==> src/rtl/serial_rx_pkg.sv <==
// Shared constants, state encoding and helpers for the 8b/9b serial receiver.
package serial_rx_pkg;

    localparam int DATA_GROUPS  = 8;
    localparam int FRAME_GROUPS = 10;
    localparam int GROUP_BITS   = 9;
    localparam int GAP_TX       = 24;

    localparam logic [15:0] CRC_POLY = 16'h1021;

    typedef enum logic [1:0] {
        HUNT,
        DATA,
        DONE
    } state_t;

    function automatic logic [7:0] sat_inc8(input logic [7:0] v);
        return (v == 8'hFF) ? v : v + 8'd1;
    endfunction

endpackage

==> src/rtl/serial_rx_crc_guts.sv <==
// Bit-serial CRC-16 shared by the link transmitter and receiver.
module crc_guts
    import serial_rx_pkg::*;
(
    input  logic clk,
    input  logic rst,
    input  logic clear,
    input  logic gate,
    input  logic b_in,
    output logic b_out
);

    logic [15:0] crc_q;
    logic [15:0] crc_d;
    logic        fb;

    // Feeding back b_out drains the register MSB-first, so b_out is the CRC stream.
    always_comb begin
        crc_d = crc_q;
        fb    = b_in ^ crc_q[15];
        if (clear) begin
            crc_d = '0;
        end else if (gate) begin
            crc_d = {crc_q[14:0], 1'b0} ^ (fb ? CRC_POLY : 16'h0000);
        end
    end

    always_ff @(posedge clk) begin
        if (rst) begin
            crc_q <= '0;
        end else begin
            crc_q <= crc_d;
        end
    end

    assign b_out = crc_q[15];

endmodule

==> src/rtl/serial_rx.sv <==
// Receive-side decoder for the 8b/9b framed serial link: 64-bit words
// protected by a 16-bit serial CRC.
module serial_rx
    import serial_rx_pkg::*;
#(
    parameter int GAP_MIN = 16
) (
    input  logic        clk,
    input  logic        rst,
    input  logic        tick,
    input  logic        bit_in,
    output logic [63:0] d,
    output logic        strobe,
    output logic        crc_ok,
    output logic        frame_err,
    output logic [7:0]  err_cnt
);

    localparam logic [3:0] BIT_LAST  = 4'(GROUP_BITS - 1);
    localparam logic [3:0] BYTE_LAST = 4'(FRAME_GROUPS - 1);
    localparam logic [3:0] BYTE_DATA = 4'(DATA_GROUPS);
    localparam logic [4:0] GAP       = 5'(GAP_MIN);

    state_t      state_q, state_d;
    logic        sync1_q, s_q;
    logic [4:0]  zero_run_q, zero_run_d;
    logic [3:0]  bit_cnt_q, bit_cnt_d;
    logic [3:0]  byte_cnt_q, byte_cnt_d;
    logic [63:0] sr_q, sr_d;
    logic        crc_bad_q, crc_bad_d;
    logic [63:0] d_q, d_d;
    logic        strobe_q, strobe_d;
    logic        crc_ok_q, crc_ok_d;
    logic        frame_err_q, frame_err_d;
    logic [7:0]  err_cnt_q, err_cnt_d;

    logic crc_clear;
    logic crc_gate;
    logic crc_b_out;

    assign crc_gate = tick && (state_q == DATA) && (bit_cnt_q != BIT_LAST);

    crc_guts u_crc (
        .clk   (clk),
        .rst   (rst),
        .clear (crc_clear),
        .gate  (crc_gate),
        .b_in  (s_q),
        .b_out (crc_b_out)
    );

    always_comb begin
        state_d     = state_q;
        zero_run_d  = zero_run_q;
        bit_cnt_d   = bit_cnt_q;
        byte_cnt_d  = byte_cnt_q;
        sr_d        = sr_q;
        crc_bad_d   = crc_bad_q;
        d_d         = d_q;
        err_cnt_d   = err_cnt_q;
        strobe_d    = 1'b0;
        crc_ok_d    = 1'b0;
        frame_err_d = 1'b0;
        crc_clear   = 1'b0;

        unique case (state_q)
            HUNT: begin
                if (tick) begin
                    if (!s_q) begin
                        if (zero_run_q != GAP) zero_run_d = zero_run_q + 5'd1;
                    end else if (zero_run_q == GAP) begin
                        crc_clear  = 1'b1;
                        bit_cnt_d  = '0;
                        byte_cnt_d = '0;
                        crc_bad_d  = 1'b0;
                        state_d    = DATA;
                    end else begin
                        zero_run_d = '0;
                    end
                end
            end
            DATA: begin
                if (tick) begin
                    if (bit_cnt_q != BIT_LAST) begin
                        if (byte_cnt_q < BYTE_DATA) begin
                            sr_d = {s_q, sr_q[63:1]};
                        end else if (s_q != crc_b_out) begin
                            crc_bad_d = 1'b1;
                        end
                        bit_cnt_d = bit_cnt_q + 4'd1;
                    end else if (!s_q) begin
                        frame_err_d = 1'b1;
                        err_cnt_d   = sat_inc8(err_cnt_q);
                        zero_run_d  = 5'd1;
                        state_d     = HUNT;
                    end else begin
                        bit_cnt_d = '0;
                        if (byte_cnt_q == BYTE_LAST) begin
                            // Strobe is registered so it is high during DONE.
                            strobe_d = 1'b1;
                            crc_ok_d = ~crc_bad_q;
                            if (!crc_bad_q) d_d = sr_q;
                            else err_cnt_d = sat_inc8(err_cnt_q);
                            state_d = DONE;
                        end else begin
                            byte_cnt_d = byte_cnt_q + 4'd1;
                        end
                    end
                end
            end
            DONE: begin
                zero_run_d = '0;
                state_d    = HUNT;
            end
            default: state_d = HUNT;
        endcase
    end

    always_ff @(posedge clk) begin
        if (rst) begin
            state_q     <= HUNT;
            sync1_q     <= 1'b0;
            s_q         <= 1'b0;
            zero_run_q  <= '0;
            bit_cnt_q   <= '0;
            byte_cnt_q  <= '0;
            sr_q        <= '0;
            crc_bad_q   <= 1'b0;
            d_q         <= '0;
            strobe_q    <= 1'b0;
            crc_ok_q    <= 1'b0;
            frame_err_q <= 1'b0;
            err_cnt_q   <= '0;
        end else begin
            state_q     <= state_d;
            sync1_q     <= bit_in;
            s_q         <= sync1_q;
            zero_run_q  <= zero_run_d;
            bit_cnt_q   <= bit_cnt_d;
            byte_cnt_q  <= byte_cnt_d;
            sr_q        <= sr_d;
            crc_bad_q   <= crc_bad_d;
            d_q         <= d_d;
            strobe_q    <= strobe_d;
            crc_ok_q    <= crc_ok_d;
            frame_err_q <= frame_err_d;
            err_cnt_q   <= err_cnt_d;
        end
    end

    assign d         = d_q;
    assign strobe    = strobe_q;
    assign crc_ok    = crc_ok_q;
    assign frame_err = frame_err_q;
    assign err_cnt   = err_cnt_q;

endmodule

==> config.mk <==
export PLATFORM = sky130hd
export DESIGN_NAME = serial_rx
export DESIGN_NICKNAME = d
export VERILOG_FILES = /design/src/rtl/serial_rx_pkg.sv /design/src/rtl/serial_rx_crc_guts.sv /design/src/rtl/serial_rx.sv
export SDC_FILE = /design/constraint.sdc
export NUM_CORES = 1
export LEC_CHECK = 0
export ABC_AREA = 1
export CORE_MARGIN = 5
export CORE_UTILIZATION = 50
export CTS_BUF_LIST = sky130_fd_sc_hd__clkbuf_8
export CTS_CLUSTER_DIAMETER = 40
export DETAILED_ROUTE_END_ITERATION = 16
export PLACE_DENSITY_LB_ADDON = 0.1
export SETUP_SLACK_MARGIN = 0.4
export SKIP_CTS_REPAIR_TIMING = 1
export SYNTH_ARGS = -nofsm -noshare
export SYNTH_HDL_FRONTEND = slang
export SYNTH_HIERARCHICAL = 1
export SYNTH_SLANG_ARGS = --single-unit
==> constraint.sdc <==
create_clock -name clk -period 2.4 [get_ports clk]
set_clock_uncertainty 0.2 [all_clocks]
set_input_delay 0.24 -clock clk [delete_from_list [all_inputs] [get_ports clk]]
set_output_delay 0.24 -clock clk [all_outputs]
set_load 0.01 [all_outputs]
==> results of run 1 <==
==> registers in the layout, summed over array words and instances (netlist names), 2 cells and up <==
register	cells
bit_cnt_q	4
byte_cnt_q	4
d	64
err_cnt	8
sr_q	64
state_q	2
u_crc/crc_q	16
zero_run_q	5
==> final timing paths <==
check	end	startpoint	slack (ns)
setup / recovery	d[55]	bit_cnt_q[1]	0.51
hold / removal	sync1_q	bit_in	0.1
hold reg to reg	s_q	sync1_q	0.20
setup reg to reg	d[55]	bit_cnt_q[1]	0.51
==> worst reg2reg max path, cell delays in order, from the launching register on <==
cell	delay, ns
dfxtp_2	0.34
inv_1	0.09
ha_4	0.15
nand3_4	0.09
nor3_4	0.21
nand3b_1	0.13
buf_4	0.19
clkbuf_16	0.22
nor2_1	0.12
nor2_1	0.05
==> kinds of logic after synthesis <==
family	after synthesis	share of synthesized area (%)
XOR/XNOR	7	0.8378
adder cells (fa/ha/maj)	9	1.539
AND/OR/NAND/NOR	580	32.26
buffers and inverters	161	10.14
AO/OA/AOI/OAI	107	7.899
flip-flops	173	47.32
==> stage by stage <==
stage	utilization (%)	total power, mW
6_report	61.12	6.011
5_1_grt	61.12	6.319
4_1_cts	59.28	5.942
3_5_place_dp	56.62	3.983
3_3_place_gp	56.62	3.977
2_1_floorplan	-	3.798
==> cell usage after synthesis <==
library cell,instances,share of area (%)
buf_1,5,0.26
nor2_2,6,0.51
nand2_1,296,15
o21ai_0,6,0.41
nor4_1,1,0.086
nand3_2,1,0.14
o21bai_1,1,0.10
nor3_1,2,0.14
a21oi_2,10,1.2
nor3_2,1,0.14
nor2_1,170,8.7
xnor2_1,3,0.36
xor2_1,4,0.48
ha_1,9,1.5
nand3b_1,3,0.31
o21ai_1,2,0.14
clkbuf_1,17,0.87
a22oi_1,1,0.10
nand3_1,88,6.0
inv_1,98,5.0
inv_2,3,0.15
buf_6,10,1.5
inv_8,1,0.15
dfxtp_1,173,47
clkinv_1,1,0.051
or2_2,1,0.086
nand4_1,6,0.51
a21oi_1,87,5.9
buf_4,9,0.92
buf_2,17,1.2
nand2_2,5,0.43
==> power by group <==
part	total, mW	internal [mW]	switching [mW]
clock network	1.98	0.918	1.06
registers	3.05	2.95	0.0975
logic	0.978	0.338	0.640
total	6.01	4.21	1.80
==> area by class of cell <==
cell class | instances | area (um^2)
inverter | 103 | 396.6
multi-input combinational | 704 | 3196
clock inverter | 15 | 150.1
tap | 184 | 230.2
clock buffer | 17 | 234.0
fill | 1348 | 5608
timing repair buffer | 107 | 1142
sequential | 173 | 3467
==> per-layer routing <==
layer,vias to the layer above,global-route usage (%)
met5,-,0
met4,0,5.505
met3,15,4.065
met2,97,28.97
met1,2845,23.66
li1,3346,-
==> results_dict.tcl, run 1 <==
set metrics [dict create \
    status "finished, final reports clean" \
    cp-start-kind "flop" \
    tns_ns 0 \
    rsz0062_at_grt "no" \
    wl_per_cell_um 12.62 \
    place_inst 1257 \
    die-area_um2 17160 \
    met1_length_um 7994 \
    first_global_vias 5535 \
    highest_layer "met4" \
    cts_buffers 17 \
    tightest_slew_ns 0.7358 \
    chipWidth_um 131.0 \
    grt_usage_pct 17.83 \
    place_ws_ns 0.3137 \
    power_density_nw_per_um2 681.8 \
    cpPeakStageDelay_ns 0.34 \
    cts_sinks 173 \
    layoutNonFillerInstCount 1303 \
    critPathTopFamily "simple AND/OR/NAND/NOR gates" \
    yosysWarnings 6 \
    core_um2 14420 \
    max_cap_viol_count 0 \
    synth_seq_cells 173 \
    cts_tree "built" \
    htreeDepth 4 \
    detail-route-antenna-nets 0 \
    layout_common_cells "nand2_1 (295), dfxtp_1 (170), nor2_1 (169)" \
    synth_area_um2 7318 \
    ir_drop_mv 0.4432 \
    path_cells "inv_1 > ha_4 > nand3_4 > nor3_4 > nand3b_1 > buf_4 > clkbuf_16 > nor2_1 > nor2_1" \
    hold_path.class "in2reg" \
    insertedDiodeCount 0 \
    first_iter_violations 519 \
    critPathCaptureType "flop" \
    syn_area_per_cell_um2 7.057 \
    viasPerCell 4.837 \
    antenna_found_initial 0 \
    stdcell_area_um2 8816 \
    slowest_stage "dfxtp_2" \
    yosysUniqueCellTypes 31 \
    drtPass1Iterations 6 \
    clkTransAtPathRegs_ns 0.08 \
    crit_buf_inv 3 \
    final_common_cell "nand2_1" \
    hold_ws_ns 0.09948 \
    fin_crit_ns 1.894 \
    finalHoldViolCount 0 \
    timing.final.ws_setup_ns 0.5063 \
    met3WireLength_um 668 \
    dp_hpwl_um 9136 \
    drive_above_1_share_pct 8.937 \
    gp_congestion 0.8570 \
    final_nets 1119 \
    root_buffer "clkbuf_8" \
    grt_start_max_net_pins 129 \
    vias 6303 \
    cp.depth 9 \
    grt_pass1_wl_um 25210 \
    worst-path-max-fanout 32 \
    p_leak_nw 3.873 \
    critPathKind "reg2reg" \
    hold_depth 3 \
    wl_met2_um 7571 \
    worstPathArrival_ns 2.05 \
    max_freq_ghz 0.5281 \
    insertion_delay_ns 0.46 \
    max_slew_margin_pct 50.94 \
    drt_wl_total_um 16440 \
    slew_violations 0 \
    critical_path_required_ns 2.55 \
    start_util_pct 50.74 \
    num_rows 44 \
    drc_errors 0 \
    clockBufferDepth 2 \
    setup_viol 0 \
    io_buffers 78 \
    layout_worst_path_cycle_share_pct 78.91 \
    syn_to_final_growth_pct 20.47 \
    die_h_um 131.0 \
    pin_count 79 \
    grt-ovfl-total 0 \
    crit_path_frequent_cell "nor2_1" \
    rr_worst_depth 9 \
    syn_inst 1037 \
    ys_seq_area_share_pct 47.32 \
    syn-num-nets 1050 \
    placed_area_um2 8167 \
]
Power figures use the tool's default switching activity.
==> run 2, diff against run 1 <==
Clock period 2.4 ns to 1.6 ns, I/O delays scaled along.
==> run 2 against run 1 <==
The run now ends with hold timing, setup timing left; combinational power is 130% higher; final cell count grew 4.2%; routed wire length rose by 13%; hold slack got worse by 0.14 ns; largest cell class is now multi-input combinational cells.
==> results_dict.tcl, run 2 (same netlist as run 1, synthesis figures left out) <==
set metrics [dict create \
    status "finished with violations" \
    violations "hold timing, setup timing" \
    cp-start-kind "flop" \
    layoutNonFillerInstCount 1358 \
    critPathKind "reg2reg" \
    final_nets 1174 \
    clkTransAtPathRegs_ns 0.09 \
    detail-route-antenna-nets 0 \
    grt-ovfl-total 0 \
    r2r_start "bit_cnt_q[0]" \
    wl_met2_um 9017 \
    hold_path.class "in2reg" \
    rsz0062_at_grt "yes" \
    place_inst 1304 \
    hold_depth 4 \
    gp_congestion 0.8258 \
    rr_worst_depth 9 \
    min_from "rst" \
    p_sw_mw 3.019 \
    dp_hpwl_um 10000 \
    layout_common_cells "nand2_1 (255), dfxtp_1 (161), nor2_1 (150)" \
    insertion_delay_ns 0.46 \
    drive_above_1_share_pct 23.42 \
    final_common_cell "nand2_1" \
    holdPathEnd "u_crc/crc_q[4]" \
    viasPerCell 4.934 \
    p_comb_share_pct 22.1 \
    slowest_stage "dfxtp_2" \
    reg2reg_slack_ns -0.23 \
    ir_drop_mv 0.6581 \
    die-area_um2 17160 \
    drc_errors 0 \
    highest_layer "met4" \
    cts_sinks 173 \
    met3WireLength_um 712 \
    num_rows 44 \
    syn_to_final_growth_pct 35.19 \
    root_buffer "clkbuf_8" \
    stdcell_area_um2 9893 \
    max_freq_ghz 0.5468 \
    worst-path-max-fanout 21 \
    max_cap_viol_count 0 \
    chipWidth_um 131.0 \
    drt_wl_total_um 18590 \
    layout_worst_path_cycle_share_pct 114.3 \
    grt_usage_pct 18.85 \
    cts_tree "built" \
    insertedDiodeCount 0 \
    switching_share_pct 29.45 \
    critical_path_required_ns 1.75 \
    timing.final.ws_setup_ns -0.2290 \
    path_cells "inv_2 > ha_4 > nand3_4 > nor3_4 > nand3b_1 > buf_6 > clkbuf_16 > nor2_1 > nor2_1" \
    hold_ws_ns -0.04225 \
    cpPeakStageDelay_ns 0.33 \
    first_global_vias 5866 \
    tightest_slew_ns 0.4440 \
    p_seq_share_pct 44.1 \
    start_util_pct 50.74 \
    grt_start_max_net_pins 86 \
    core_um2 14420 \
    antenna_found_initial 0 \
    drtPass1Iterations 4 \
    power_density_nw_per_um2 1036 \
    rr_endpoint "d[32]" \
    met1_length_um 8508 \
    max_slew_margin_pct 70.30 \
    wl_per_cell_um 13.69 \
    crit_path_frequent_cell "nor2_1" \
    slew_violations 0 \
    p_leak_nw 4.373 \
    finalHoldViolCount 13 \
    grt_pass1_wl_um 26630 \
    first_iter_violations 451 \
    vias 6700 \
    fin_crit_ns 1.829 \
    io_buffers 78 \
    clockBufferDepth 2 \
    placed_area_um2 8668 \
    power_frac_clock_pct 33.8 \
    pin_count 79 \
    worstPathArrival_ns 1.98 \
    setup_viol 231 \
    cts_buffers 17 \
    die_h_um 131.0 \
    htreeDepth 4 \
    p_int_mw 7.232 \
    critPathCaptureType "flop" \
]
-- run 2: cell count changes in the layout (fill, tap and decap cells not counted), sizes merged, moves of 2 or more --
cell	previous run	this run
bufinv	2	5
dlymetal6s2s	0	2
clkdlybuf4s50	77	68
clkbuf	20	26
buf	26	81
clkinvlp	6	1
-- run 2: cell type report --
class	instances	area [um^2]
Tap cell	184	230.2
Multi-Input combinational cell	704	3570
Clock buffer	17	234.0
Fill cell	1210	4531
Clock inverter	15	220.2
Sequential cell	173	3481
Inverter	103	399.1
Timing Repair Buffer	162	1759
-- run 2: layer usage --
layer	global-route usage, %	vias up
met5	0	-
met4	6.534	0
met3	3.780	27
met2	31.60	125
met1	24.21	3080
li1	-	3468
-- run 2: worst max-delay path: cells and delay by family (launching register included) --
kind	cells	cell delay [ns]
flops	1	0.33
fa+ha+maj	1	0.15
buf+inv	3	0.45
simple gates	5	0.60
-- run 2: how the worst max path moves through the flow --
stage,from,to,slack (ns)
6_report,bit_cnt_q[0],d[32],-0.23
5_1_grt,bit_cnt_q[0],d[34],-0.32
4_1_cts,byte_cnt_q[1],d[25],-0.28
3_5_place_dp,tick,d[14],-0.38
3_3_place_gp,tick,d[33],-0.30
2_1_floorplan,state_q[1],d[23],-0.09
-- run 2: power by group through the flow --
stage          registers, mW  clock network, mW  logic [mW]
2_1_floorplan           4.63                  0        1.17
4_1_cts                 4.51               3.54        1.83
6_report                4.52               3.47        2.26
3_5_place_dp            4.61                  0        1.81
5_1_grt                 4.53               3.72        2.47
3_3_place_gp            4.61                  0        1.79
-- run 2: through the flow --
stage               setup TNS, ns  total power, mW  utilization [%]  worst slack (ns)
CTS                        -41.93            9.884            63.25           -0.2820
finish                     -30.20            10.25            68.59           -0.2290
floorplan                  -6.494            5.794                -          -0.08768
detailed placement         -42.66            6.419            60.10           -0.3756
global route               -50.36            10.73            68.59           -0.3222
global placement           -38.67            6.400            60.10           -0.3021
